### src/rtl/odd_parity_serial_tx_if.sv
// Parallel-load / serial-out bundle for odd_parity_serial_tx.
// The host drives D and LOAD; the transmitter returns the line and status.
interface odd_parity_serial_tx_if #(
  parameter int DATA_W = 8
);
  logic [DATA_W-1:0] D;
  logic              LOAD;
  logic              READY;
  logic              TX;
  logic              P;
  logic              BUSY;
  logic              DONE;

  modport master (
    output D, LOAD,
    input  READY, TX, P, BUSY, DONE
  );

  modport slave (
    input  D, LOAD,
    output READY, TX, P, BUSY, DONE
  );
endinterface

### src/rtl/odd_parity_serial_tx.sv
// Odd-parity serial frame transmitter: start bit, data LSB-first, odd parity bit, stop bit.
// Every serial bit is held for CLKS_PER_BIT clocks; all outputs come straight from flops.
module odd_parity_serial_tx #(
  parameter int DATA_W       = 8,
  parameter int CLKS_PER_BIT = 4
) (
  input  logic                   CLK,
  input  logic                   RST,
  odd_parity_serial_tx_if.slave  bus
);

  localparam int CW = (CLKS_PER_BIT > 1) ? $clog2(CLKS_PER_BIT) : 1;
  localparam int BW = (DATA_W > 1) ? $clog2(DATA_W) : 1;
  localparam logic [CW-1:0] CYC_LAST = CW'(CLKS_PER_BIT - 1);
  localparam logic [BW-1:0] BIT_LAST = BW'(DATA_W - 1);

  typedef enum logic [2:0] {
    IDLE   = 3'd0,
    START  = 3'd1,
    DATA   = 3'd2,
    PARITY = 3'd3,
    STOP   = 3'd4
  } state_t;

  function automatic logic odd_parity(input logic [DATA_W-1:0] word);
    return ~(^word);
  endfunction

  state_t            state_q, state_d;
  logic [CW-1:0]     cyc_q, cyc_d;
  logic [BW-1:0]     bit_q, bit_d;
  logic [DATA_W-1:0] shreg_q, shreg_d;
  logic              tx_q, tx_d;
  logic              p_q, p_d;
  logic              done_q, done_d;
  logic              ready_q, ready_d;
  logic              busy_q, busy_d;
  logic              accept_s;
  logic              bit_end_s;
  logic [DATA_W-1:0] shifted_s;

  // Next-state, next-line-level and status computation for the frame sequencer.
  always_comb begin
    state_d   = state_q;
    cyc_d     = cyc_q;
    bit_d     = bit_q;
    shreg_d   = shreg_q;
    tx_d      = tx_q;
    p_d       = p_q;
    done_d    = 1'b0;
    accept_s  = bus.LOAD & ready_q;
    bit_end_s = (cyc_q == CYC_LAST);
    shifted_s = shreg_q >> 1;

    if (state_q != IDLE) begin
      cyc_d = bit_end_s ? '0 : cyc_q + CW'(1);
    end else begin
      cyc_d = '0;
    end

    // TX is computed one cycle early so the flop changes only at bit boundaries.
    case (state_q)
      IDLE: begin
        if (accept_s) begin
          state_d = START;
          shreg_d = bus.D;
          p_d     = odd_parity(bus.D);
          tx_d    = 1'b0;
        end else begin
          tx_d    = 1'b1;
        end
      end
      START: begin
        if (bit_end_s) begin
          state_d = DATA;
          tx_d    = shreg_q[0];
        end else begin
          tx_d    = 1'b0;
        end
      end
      DATA: begin
        if (bit_end_s) begin
          shreg_d = shifted_s;
          if (bit_q == BIT_LAST) begin
            state_d = PARITY;
            bit_d   = '0;
            tx_d    = p_q;
          end else begin
            bit_d   = bit_q + BW'(1);
            tx_d    = shifted_s[0];
          end
        end else begin
          tx_d = shreg_q[0];
        end
      end
      PARITY: begin
        if (bit_end_s) begin
          state_d = STOP;
          tx_d    = 1'b1;
        end else begin
          tx_d    = p_q;
        end
      end
      STOP: begin
        if (bit_end_s) begin
          state_d = IDLE;
          done_d  = 1'b1;
        end else begin
          done_d  = 1'b0;
        end
        tx_d = 1'b1;
      end
      default: begin
        state_d = IDLE;
        cyc_d   = '0;
        bit_d   = '0;
        tx_d    = 1'b1;
      end
    endcase

    ready_d = (state_d == IDLE);
    busy_d  = (state_d != IDLE);
  end

  // Sequencer state and registered outputs with synchronous reset.
  always_ff @(posedge CLK) begin
    if (RST) begin
      state_q <= IDLE;
      cyc_q   <= '0;
      bit_q   <= '0;
      shreg_q <= '0;
      tx_q    <= 1'b1;
      p_q     <= 1'b0;
      done_q  <= 1'b0;
      ready_q <= 1'b1;
      busy_q  <= 1'b0;
    end else begin
      state_q <= state_d;
      cyc_q   <= cyc_d;
      bit_q   <= bit_d;
      shreg_q <= shreg_d;
      tx_q    <= tx_d;
      p_q     <= p_d;
      done_q  <= done_d;
      ready_q <= ready_d;
      busy_q  <= busy_d;
    end
  end

  assign bus.TX    = tx_q;
  assign bus.P     = p_q;
  assign bus.DONE  = done_q;
  assign bus.READY = ready_q;
  assign bus.BUSY  = busy_q;

endmodule

### src/flat_wrapper.sv
// flat-port wrapper written by rule: the top's interface ports become plain ports
module odd_parity_serial_tx_flat 
#(
  parameter int DATA_W       = 8,
  parameter int CLKS_PER_BIT = 4
)
  (CLK, RST, bus_D, bus_LOAD, bus_READY, bus_TX, bus_P, bus_BUSY, bus_DONE);
  odd_parity_serial_tx_if #(.DATA_W(DATA_W)) bus_i ();
  input  logic CLK;
  input  logic RST;
  input wire logic [$bits(bus_i.D)-1:0] bus_D;
  input wire logic [$bits(bus_i.LOAD)-1:0] bus_LOAD;
  output wire logic [$bits(bus_i.READY)-1:0] bus_READY;
  output wire logic [$bits(bus_i.TX)-1:0] bus_TX;
  output wire logic [$bits(bus_i.P)-1:0] bus_P;
  output wire logic [$bits(bus_i.BUSY)-1:0] bus_BUSY;
  output wire logic [$bits(bus_i.DONE)-1:0] bus_DONE;
  assign bus_i.D = bus_D;
  assign bus_i.LOAD = bus_LOAD;
  assign bus_READY = bus_i.READY;
  assign bus_TX = bus_i.TX;
  assign bus_P = bus_i.P;
  assign bus_BUSY = bus_i.BUSY;
  assign bus_DONE = bus_i.DONE;
  odd_parity_serial_tx #(.DATA_W(DATA_W), .CLKS_PER_BIT(CLKS_PER_BIT)) u_core (.CLK(CLK), .RST(RST), .bus(bus_i));
endmodule
### config.mk
export PLATFORM = sky130hd
export DESIGN_NAME = odd_parity_serial_tx_flat
export DESIGN_NICKNAME = d
export VERILOG_FILES = /design/src/rtl/odd_parity_serial_tx_if.sv /design/src/rtl/odd_parity_serial_tx.sv /design/src/flat_wrapper.sv
export SDC_FILE = /design/constraint.sdc
export NUM_CORES = 1
export LEC_CHECK = 0
export CORE_ASPECT_RATIO = 0.8
export CORE_MARGIN = 5
export CORE_UTILIZATION = 47
export CTS_CLUSTER_SIZE = 24
export DETAILED_ROUTE_END_ITERATION = 16
export PLACE_DENSITY = 0.82
export SYNTH_ARGS = -nofsm -noshare
export SYNTH_HDL_FRONTEND = slang
export SYNTH_SLANG_ARGS = --single-unit
### constraint.sdc
create_clock -name CLK -period 1.6 [get_ports CLK]
set_clock_uncertainty 0.2 [all_clocks]
set_input_delay 0.24 -clock CLK [delete_from_list [all_inputs] [get_ports CLK]]
set_output_delay 0.24 -clock CLK [all_outputs]
set_load 0.02 [all_outputs]
After elaboration in Yosys (flattened, before gate mapping)
Index checks and enable logic that the tools add are counted.
W data, S select, Z words.
- register bits after elaboration: 21
- bits of input ports: 11
- output and inout bits: 5
- logic and storage cells: 58
- add/sub/neg operators: 2
- eq/ne operators: 8
- muxes and demuxes: 20
- bitwise logic cells: 6
- reductions and logical operators: 13
- operators with widths (cell ; number):
    $mux W3 ; 8
    $mux W8 ; 2
    $pmux W8 S2 ; 1
    $pmux W3 S5 ; 1
    $reduce_or A4 Y1 ; 2
    $reduce_xor A8 Y1 ; 1
    $eq A3 B2 Y1 const B ; 2
    $eq A3 B3 Y1 const B ; 2
    $logic_not A3 Y1 ; 2
    $mux W1 ; 6
    $pmux W3 S2 ; 1
    $reduce_bool A3 Y1 ; 2
    $not A1 Y1 ; 5
    $reduce_or A5 Y1 ; 1
    $ne A2 B1 Y1 const B ; 2
    $pmux W1 S4 ; 1
    $reduce_and A2 Y1 ; 2
    $add A3 B1 Y3 const B ; 1
    $eq A3 B1 Y1 const B ; 1
    $reduce_and A3 Y1 ; 1
    $add A2 B1 Y2 const B ; 1
    $eq A2 B2 Y1 const B ; 1
    $reduce_bool A2 Y1 ; 1
    $reduce_or A2 Y1 ; 1
    $and A1 B1 Y1 ; 1

Logic depth before layout (Yosys ltp)
Gate-level depths: netlist of the first run.
- word-level depth: 5
- mapped depth: 7
- gate-level depth less buffers: 5

Worst setup path after synthesis of the first run
No wires, ideal clock.
- kind: register -> register
- start point: register u_core.cyc_q[0]
- end point: register u_core.bit_q[0]
- data arrival time: 1.302 ns
- setup slack: 0.026 ns
- cell stages (with the launch flop): 6
- path buffers: 0
- cell sequence: dfxtp_1 ha_1 nor2b_2 o22ai_2 or4_1 a21oi_1
- longest elaborated chain between the ends: 3
- ends and longest elaborated chain (what ; RTL line ; source):
    start: declaration ; odd_parity_serial_tx.sv:30 ; logic [CW-1:0] cyc_q, cyc_d;
    start signal: assignment ; odd_parity_serial_tx.sv:139 ; cyc_q <= cyc_d;
    $eq A2 B2 Y1 ; odd_parity_serial_tx.sv:52 ; bit_end_s = (cyc_q == CYC_LAST);
    net u_core.bit_end_s ; odd_parity_serial_tx.sv:39 ; logic bit_end_s;
    $ne A2 B1 Y1 (no source line) ; -- ;
    $reduce_and A2 Y1 (no source line) ; -- ;
    end signal: assignment ; odd_parity_serial_tx.sv:140 ; bit_q <= bit_d;
    end: declaration ; odd_parity_serial_tx.sv:31 ; logic [BW-1:0] bit_q, bit_d;
The timed path passes the listed nets, and every way through them passes these cells.
A chain may end at the register's enable or synchronous reset.

Final worst setup path of the first run
- start point: register u_core.cyc_q[0]
- end point: register u_core.tx_q (netlist: u_core.bus.TX)
- longest elaborated chain between the ends: 3
- ends and longest elaborated chain (what ; RTL line ; source):
    $eq A2 B2 Y1 * ; odd_parity_serial_tx.sv:52 ;
    net u_core.bit_end_s ; odd_parity_serial_tx.sv:39 ;
    $mux W1, on equally long branches ; odd_parity_serial_tx.sv:97, odd_parity_serial_tx.sv:82, odd_parity_serial_tx.sv:74 ;
    $pmux W1 S4 * ; odd_parity_serial_tx.sv:62 ; case (state_q)
    end signal: assignment ; odd_parity_serial_tx.sv:142 ; tx_q <= tx_d;
    end: declaration ; odd_parity_serial_tx.sv:33 ; logic tx_q, tx_d;
Mark *: on every way through the listed nets, which the timed path passes. The rest lies on a longest branch.

==> impl_metrics.ini, run 1 <==
[timing]
tightestPinTransition_ns = 0.327
rsz0062_at_grt = yes
holdWs_ns = 0.243
min_period_over_period_pct = 101
setup_tns_ns = -0.0116
setup_viol = 1
maxSlewViolCount = 0
hold_viol_final = 0
fin_ws_ns = -0.0116
fmax_ghz = 0.620
fin_crit_ns = 1.61
max-slew-margin-rel_pct = 78.1

[cells_and_area]
post_route_cells_drive_above_1_share_pct = 34.9
fin_nets = 161
layout_common_cells = buf_4, dfxtp_1, nand2_1
fin_util_pct = 70.4
fillers = 165
final_common_cell = buf_4
diodes = 0
finish.instance_area_sq_um = 1520
area_growth_pct = 43.8
layout.cells.non_filler = 171

[placement]
placed_cell_area_sq_um = 1300
post-place-ws_ns = -0.232
placed_cells_incl_taps = 157
port_buffers = 15
dp.final_hpwl_microns = 1750
gp_congestion = 0.830

[die]
initial_core_util_pct = 49.0
fp-row-count = 15
placeableCoreArea_sq_um = 2160
floorplan.die_area_sq_um = 3300
io_pins = 16
die_h_microns = 52.4
die_x_microns = 63.0

[worst_setup_path]
critPathSlowestCell = dfxtp_2
cp_cell_sequence = ha_4 -> buf_6 -> buf_6 -> o211ai_1 -> o2111ai_1 -> a311o_1
path_common_cell = buf_6
r2r_slack_ns = -0.01
cp-end-kind = flip-flop
crit_path_start_kind = flip-flop
path_buf_inv = 2
reg2reg_to = u_core.bus.TX
critPathKind = flip-flop to flip-flop
critPathMaxFanout = 4
slowest_delay_ns = 0.35
rr_worst_depth = 6
required_ns = 1.61
cp_top_family = compound AO/OA/AOI/OAI gates
worstPathArrival_ns = 1.62
r2r-start = u_core.cyc_q[0]

[hold_path]
worst_hold_path_type = flip-flop to flip-flop
hp-start = u_core.cyc_q[0]
hold_path_depth = 1
hold_end = u_core.cyc_q[0]

[yosys]
syn_nets = 126
synth_ff_type = dfxtp_1
synth_cell_type_count = 34
async_flop_share_pct = 0
seq_area_frac_synth_pct = 39.8
ys_seq_elements = 21
synth_edf_count = 0
netlist_instances = 112
netlist_area_sq_um = 1060
synth_warnings = 0
syn_avg_cell_area_sq_um = 9.44

[flow_run]
cap_violations = 0

[routing]
drc = 0
met2RoutedLength_microns = 1330
top_layer = met4
drt_iter0_markers = 23
dr.pass1.iters = 4
viasPerCell = 5.46
antenna_left = 0
wl_met1_microns = 1140
post_drt_wl_per_cell_microns = 15.2
drt-total-wl_microns = 2610
via_count = 934
wl_met3_microns = 98

[clock_network]
cts_tree = built
h-tree-depth = 1
numCtsBuffers = 3
worstSkewPairLatency_ns = 0.31
clk_pin_slew_ns = 0.12
cts.sinks = 21
clock_path_buffers = 2
ctsHoldBuffers = 0
root_buffer = clkbuf_4

[power_and_ir_drop]
peakVddDrop_mv = 0.716
powerDensity_nw_per_um2 = 725
leakage_nw = 0.599
finalPower_mw = 1.10

[global_route]
gr-usage-all-layers_pct = 16.9
grt_pass1_vias = 933
grt_overflow = 0
grt_antenna_before_repair = 0
grt_start_max_net_pins = 14
grt_pass1_wl_microns = 4410

[outcome]
status = finished with violations
violations = setup timing
-- layout make-up --
class,instances,area (sq um),area share [%]
Multi-Input combinational cell,81,667,43.9
Sequential cell,21,430,28.3
Timing Repair Buffer,38,357,23.5
Tap cell,25,31.3,2.06
Clock buffer,3,22.5,1.48
Inverter,2,7.51,0.494
Clock inverter,1,5.00,0.329
-- sequential cells by signal, indices dropped and copies added, names as in the netlist --
register,cells
u_core.shreg_q,8
u_core.bit_q,3
u_core.state_q,3
u_core.cyc_q,2
u_core.bus.BUSY,1
u_core.bus.DONE,1
u_core.bus.P,1
u_core.bus.READY,1
u_core.bus.TX,1
-- layer usage --
metal	up-vias	GRT usage, %
met5	-	0
met4	0	4.59
met3	6	5.58
met2	17	31.6
met1	443	18.5
li1	468	-
-- cells in the mapped netlist, types with 2 or more instances --
library cell  instances  share of area [%]
xor2_1                2                1.7
buf_6                 2                2.1
nand2b_1              2                1.2
inv_1                 2               0.71
a211oi_1              4                2.8
clkbuf_1              2               0.71
mux2i_1               8                7.6
xnor2_1               7                5.8
a21oi_1               4                1.9
ha_1                  3                3.6
nor3_1                3                1.4
nor2_1               13                4.6
dfxtp_1              21                 40
buf_2                 2               0.95
o2111ai_1             3                2.5
nand2_1              12                4.3
a211oi_2              3                3.6
o22ai_1               3                1.8
-- kinds of logic (layout without fill, tap and decap cells) --
kind of cell / count (synthesis) / after routing / share of synthesized area, %
multiplexers: 8 / 8 / 7.57
AND/OR/NAND/NOR: 37 / 37 / 16.5
flip-flops: 21 / 21 / 39.8
AO/OA/AOI/OAI: 24 / 24 / 19.6
adder cells (fa/ha/maj): 3 / 3 / 3.55
XOR/XNOR: 9 / 9 / 7.46
buffers and inverters: 10 / 44 / 5.56
-- what timing repair did --
item / in CTS / in global routing
setup buffers: 6 / 3
cloned: 1 / 0
pin swaps: 7 / 9
endpoints found under the hold margin: 0 / 0
gates resized for setup: 24 / 10
endpoints found under the setup margin: 18 / 13
-- power breakdown --
group,switching [mW],internal [mW]
Clock,0.168,0.0935
Sequential,0.0270,0.555
Combinational,0.122,0.138
-- worst max-delay path by stage --
stage / startpoint / to / cells past startpoint / slack [ns]
2_1_floorplan: u_core.cyc_q[0] / u_core.bit_q[0] / 5 / 0.03
3_3_place_gp: bus_LOAD / u_core.bus.P / 6 / -0.14
3_5_place_dp: bus_LOAD / u_core.shreg_q[2] / 6 / -0.23
4_1_cts: u_core.cyc_q[0] / u_core.bus.TX / 6 / -0.03
5_1_grt: u_core.cyc_q[0] / u_core.bus.TX / 6 / -0.10
6_report: u_core.cyc_q[0] / u_core.bus.TX / 6 / -0.01
No activity file was read; power rests on OpenSTA's default activity.
==> run 2, diff against run 1 <==
- REMOVE_ABC_BUFFERS: not set -> 1
==> impl_metrics.ini, run 2 (synthesis gave the netlist of run 1 again) <==
[global_route]
grt_overflow = 0
grt_antenna_before_repair = 0
grt_pass1_wl_microns = 4340
grt_start_max_net_pins = 13
grt_pass1_vias = 996
gr-usage-all-layers_pct = 16.6

[die]
die_x_microns = 63.0
io_pins = 16
initial_core_util_pct = 49.0
die_h_microns = 52.4
fp-row-count = 15
placeableCoreArea_sq_um = 2160
floorplan.die_area_sq_um = 3300

[worst_setup_path]
crit_end = u_core.bit_q[0]
required_ns = 1.65
r2r_slack_ns = 0.02
rr_worst_depth = 4
crit_path_start = u_core.bit_q[0]
r2r-start = u_core.bit_q[0]
reg2reg_to = u_core.bit_q[0]
critPathKind = flip-flop to flip-flop
worstPathArrival_ns = 1.63
cp-end-kind = flip-flop
critPathMaxFanout = 3
crit_path_start_kind = flip-flop

[placement]
gp_congestion = 0.787
placed_cell_area_sq_um = 1330
post-place-ws_ns = -0.242
dp.final_hpwl_microns = 1740
port_buffers = 15

[cells_and_area]
fin_nets = 165
final_common_cell = buf_4
fillers = 166
layout_common_cells = buf_4, dfxtp_1, nor2_1
top_register = u_core.shreg_q
fin_util_pct = 70.4
post_route_cells_drive_above_1_share_pct = 34.7
finish.instance_area_sq_um = 1520
largest_reg_flops = 8
area_growth_pct = 43.7
reg.largest.list = u_core.shreg_q (8), u_core.bit_q (3), u_core.state_q (3)
diodes = 0

[routing]
drc = 0
via_count = 961
post_drt_wl_per_cell_microns = 13.6
drt_iter0_markers = 35
dr.pass1.iters = 4
viasPerCell = 5.49
antenna_left = 0
drt-total-wl_microns = 2380

[clock_network]
cts.sinks = 21
worstSkewPairLatency_ns = 0.31
clk_pin_slew_ns = 0.12
clock_path_buffers = 2
cts_tree = built
root_buffer = clkbuf_4
h-tree-depth = 1
numCtsBuffers = 3

[timing]
tightestPinTransition_ns = 0.339
fin_crit_ns = 1.58
setup_tns_ns = 0
setup_viol = 0
maxSlewViolCount = 0
min_period_over_period_pct = 98.7
fin_ws_ns = 0.0212
fmax_ghz = 0.633
hold_viol_final = 0
rsz0062_at_grt = yes
max-slew-margin-rel_pct = 77.4

[flow_run]
cap_violations = 0

[power_and_ir_drop]
finalPower_mw = 1.08
powerDensity_nw_per_um2 = 708
peakVddDrop_mv = 0.523
leakage_nw = 0.612

[outcome]
status = complete, no violations

[hold_path]
hold_path_depth = 2
worst_hold_path_type = flip-flop to flip-flop
-- run 2: changes by cell type in the layout (fill, tap and decap cells not counted), sizes merged --
cell  delta
buf      +4
-- run 2: metrics by stage --
step	hold WS, ns	instances
floorplan	0.105	104
global placement	0.204	161
detailed placement	0.225	161
CTS	0.295	171
global route	0.326	175
finish	0.296	175
-- run 2: layout make-up --
type	count	area, sq um	share of cell area, %
Inverter	2	7.51	0.494
Sequential cell	21	429	28.3
Clock inverter	1	5.00	0.329
Timing Repair Buffer	42	367	24.1
Multi-Input combinational cell	81	657	43.2
Tap cell	25	31.3	2.06
Clock buffer	3	22.5	1.48
-- run 2: timing repair --
item	4_1_cts	5_1_grt
buffers inserted	5	5
resized for setup	24	7
pin swaps	5	6
hold buffers	0	0
gates cloned	1	0
endpoints found under the setup margin	16	11
-- run 2: worst min-delay path by stage --
stage                          startpoint                 to
after floorplan                       RST  u_core.shreg_q[0]
after global placement    u_core.cyc_q[0]    u_core.cyc_q[0]
after detailed placement  u_core.cyc_q[0]    u_core.cyc_q[0]
after CTS                 u_core.bit_q[1]    u_core.bit_q[1]
after global routing      u_core.bit_q[1]    u_core.bit_q[1]
final                     u_core.bit_q[1]    u_core.bit_q[1]
-- run 2: worst max-delay path: stages, from the launching register on --
cell	delay [ns]
dfxtp_2	0.36
ha_4	0.16
ha_4	0.16
or4_4	0.52
a21oi_2	0.12
-- run 2: power breakdown --
part / switching, mW / total (mW) / internal [mW]
combinational: 0.112 / 0.242 / 0.130
sequential: 0.0235 / 0.578 / 0.555
clock: 0.162 / 0.255 / 0.0933
total: 0.297 / 1.08 / 0.778
-- run 2: metal layers --
metal	global-route usage [%]	vias to the layer above	share of wire (%)
met1	19.9	458	44
met2	29.7	29	51
li1	-	474	-
met4	2.12	0	0
met5	0	-	0
met3	5.36	0	5.1
==> variant (config.mk and constraints of run 1) <==
`DATA_W` is set to 8 in 3 places; all go to 4.
--- a/src/rtl/odd_parity_serial_tx_if.sv
+++ b/src/rtl/odd_parity_serial_tx_if.sv
@@ -1,7 +1,7 @@
 // Parallel-load / serial-out bundle for odd_parity_serial_tx.
 // The host drives D and LOAD; the transmitter returns the line and status.
 interface odd_parity_serial_tx_if #(
-  parameter int DATA_W = 8
+  parameter int DATA_W = 4
 );
   logic [DATA_W-1:0] D;
   logic              LOAD;
--- a/src/rtl/odd_parity_serial_tx.sv
+++ b/src/rtl/odd_parity_serial_tx.sv
@@ -1,7 +1,7 @@
 // Odd-parity serial frame transmitter: start bit, data LSB-first, odd parity bit, stop bit.
 // Every serial bit is held for CLKS_PER_BIT clocks; all outputs come straight from flops.
 module odd_parity_serial_tx #(
-  parameter int DATA_W       = 8,
+  parameter int DATA_W       = 4,
   parameter int CLKS_PER_BIT = 4
 ) (
   input  logic                   CLK,
--- a/src/flat_wrapper.sv
+++ b/src/flat_wrapper.sv
@@ -1,7 +1,7 @@
 // flat-port wrapper written by rule: the top's interface ports become plain ports
 module odd_parity_serial_tx_flat 
 #(
-  parameter int DATA_W       = 8,
+  parameter int DATA_W       = 4,
   parameter int CLKS_PER_BIT = 4
 )
   (CLK, RST, bus_D, bus_LOAD, bus_READY, bus_TX, bus_P, bus_BUSY, bus_DONE);
Ports: changed (resized bus_D); port bits go from 16 to 12. No check against the original RTL was run, so the function may have changed too.
==> variant against run 1 <==
- hold slack got worse by 0.0059 ns
- sequential cell count is 5 lower
- routed wire length fell by 22%
- power is 22% lower
- largest power group unchanged
- design area decreased by 30%
- setup slack better by 0.073 ns
- die area decreased by 16%
- critical endpoint is now u_core.shreg_q[2]
- area after synthesis is 19% lower
==> variant: results <==
run_status:
  status: "finished, final reports clean"
drt:
  dr_total_vias: 750
  totalWireLength_um: 2040
  drt_pass1_iterations: 4
  routedWlPerCell_um: 15.7
  drt_iter0_markers: 20
pwr:
  p_leak_nw: 0.403
  irDropWorstVdd_mv: 0.658
layout:
  reg_top3: "u_core.shreg_q (4), u_core.state_q (3)"
  fillers: 147
  drive_gt1_share_pct: 24.1
  n_antenna_cell: 0
  final_nets: 119
  utilization_pct: 63.6
min_path:
  hold_path_class: "reg -> reg"
global_routing:
  grt_pass1_wl_um: 3450
  grt_start_max_net_pins: 12
  grt_pass1_vias: 762
  antenna_found_initial: 0
  grt_overflow: 0
  grt_use_total_pct: 17.1
yosys:
  synth.area.top_cells: "dfxtp_1 37%, a211oi_1 6.1%, mux2_2 5.2%"
  ys_types: 39
  synthCells: 89
  yosys-top-cells-count: "16 x dfxtp_1, 8 x inv_1, 7 x a211oi_1, 5 x o211ai_1"
  async_reset_ff_share_pct: 0
  synth_nets: 99
  yosysWarnings: 0
  yosysSeqAreaShare_pct: 37.3
clock_network:
  numCtsBuffers: 3
  path_clk_slew_ns: 0.09
  clk_latency_ns: 0.29
  cts_root_buf: "clkbuf_4"
  clockBufferDepth: 2
  htree_levels: 1
place:
  dpl.hpwl_um: 1580
  dp_cells: 125
  gp_congestion: 0.825
  place_area_mm2: 0.00102
  dp_worst_setup_slack_ns: -0.174
  numPortBuffers: 11
worst_setup_path:
  arrival_ns: 1.51
  crit_fanout: 11
sta:
  maxSlewHeadroom_pct: 75.9
[variant: cell types whose count changed after synthesis, sizes merged, moves of 3 or more]
cell / change
inv: +6
mux2i: -7
dfxtp: -5
nand2: -8
mux2: +4
o211ai: +4
a21oi: -3
xnor2: -3
o22ai: -3
nor2: -11
[variant: area by class of cell]
type | instances | share of cell area (%)
tap | 22 | 2.58
sequential | 16 | 30.3
multi-input combinational | 59 | 44.1
inverter | 8 | 2.82
clock buffer | 4 | 3.40
timing repair buffer | 21 | 16.8
[variant: cell families after synthesis]
logic type,after synthesis,synth area share [%]
xor gates and xnor gates,5,5.09
AOI/OAI and AO/OA,23,20.7
buffers and inverters,14,8.88
muxes,5,6.40
adders and majority gates,3,4.37
and+or+nand+nor,23,17.3
DFF,16,37.3
[variant: metrics by stage]
stage,hold WS (ns),total power [mW]
after floorplan,0.119,0.528
after global placement,0.240,0.591
after detailed placement,0.256,0.597
after CTS,0.272,0.858
after global routing,0.266,0.901
final,0.237,0.857
[variant: what timing repair did]
action,4_1_cts,5_1_grt
cloned,0,0
setup buffers,0,1
resized for setup,6,3
endpoints found under the setup margin,10,3
[variant: routing by layer]
metal	GRT usage [%]	share of wire (%)	up-vias
li1	-	-	372
met1	20.0	45	359
met2	28.8	47	17
met3	6.35	6.1	2
met4	7.87	1.2	0
met5	0	0	-
[variant: worst max-delay path: stages (launching register included)]
cell	delay (ns)
dfxtp_2	0.40
nand3b_1	0.27
buf_4	0.20
a211oi_1	0.27
a211oi_2	0.08
[variant: path summary, 6_finish.rpt]
path	start	to	cells after the start	slack, ns
worst max-delay path	u_core.state_q[1]	u_core.shreg_q[2]	4	0.06
worst min-delay path	u_core.cyc_q[0]	u_core.cyc_q[0]	1	0.24
worst max register to register	u_core.state_q[1]	u_core.shreg_q[2]	4	0.06
worst min register to register	u_core.cyc_q[0]	u_core.cyc_q[0]	1	0.24
[variant: power breakdown]
part / total [mW] / switching [mW] / internal (mW)
clock: 0.269 / 0.130 / 0.139
combinational: 0.151 / 0.0749 / 0.0762
sequential: 0.436 / 0.0155 / 0.421
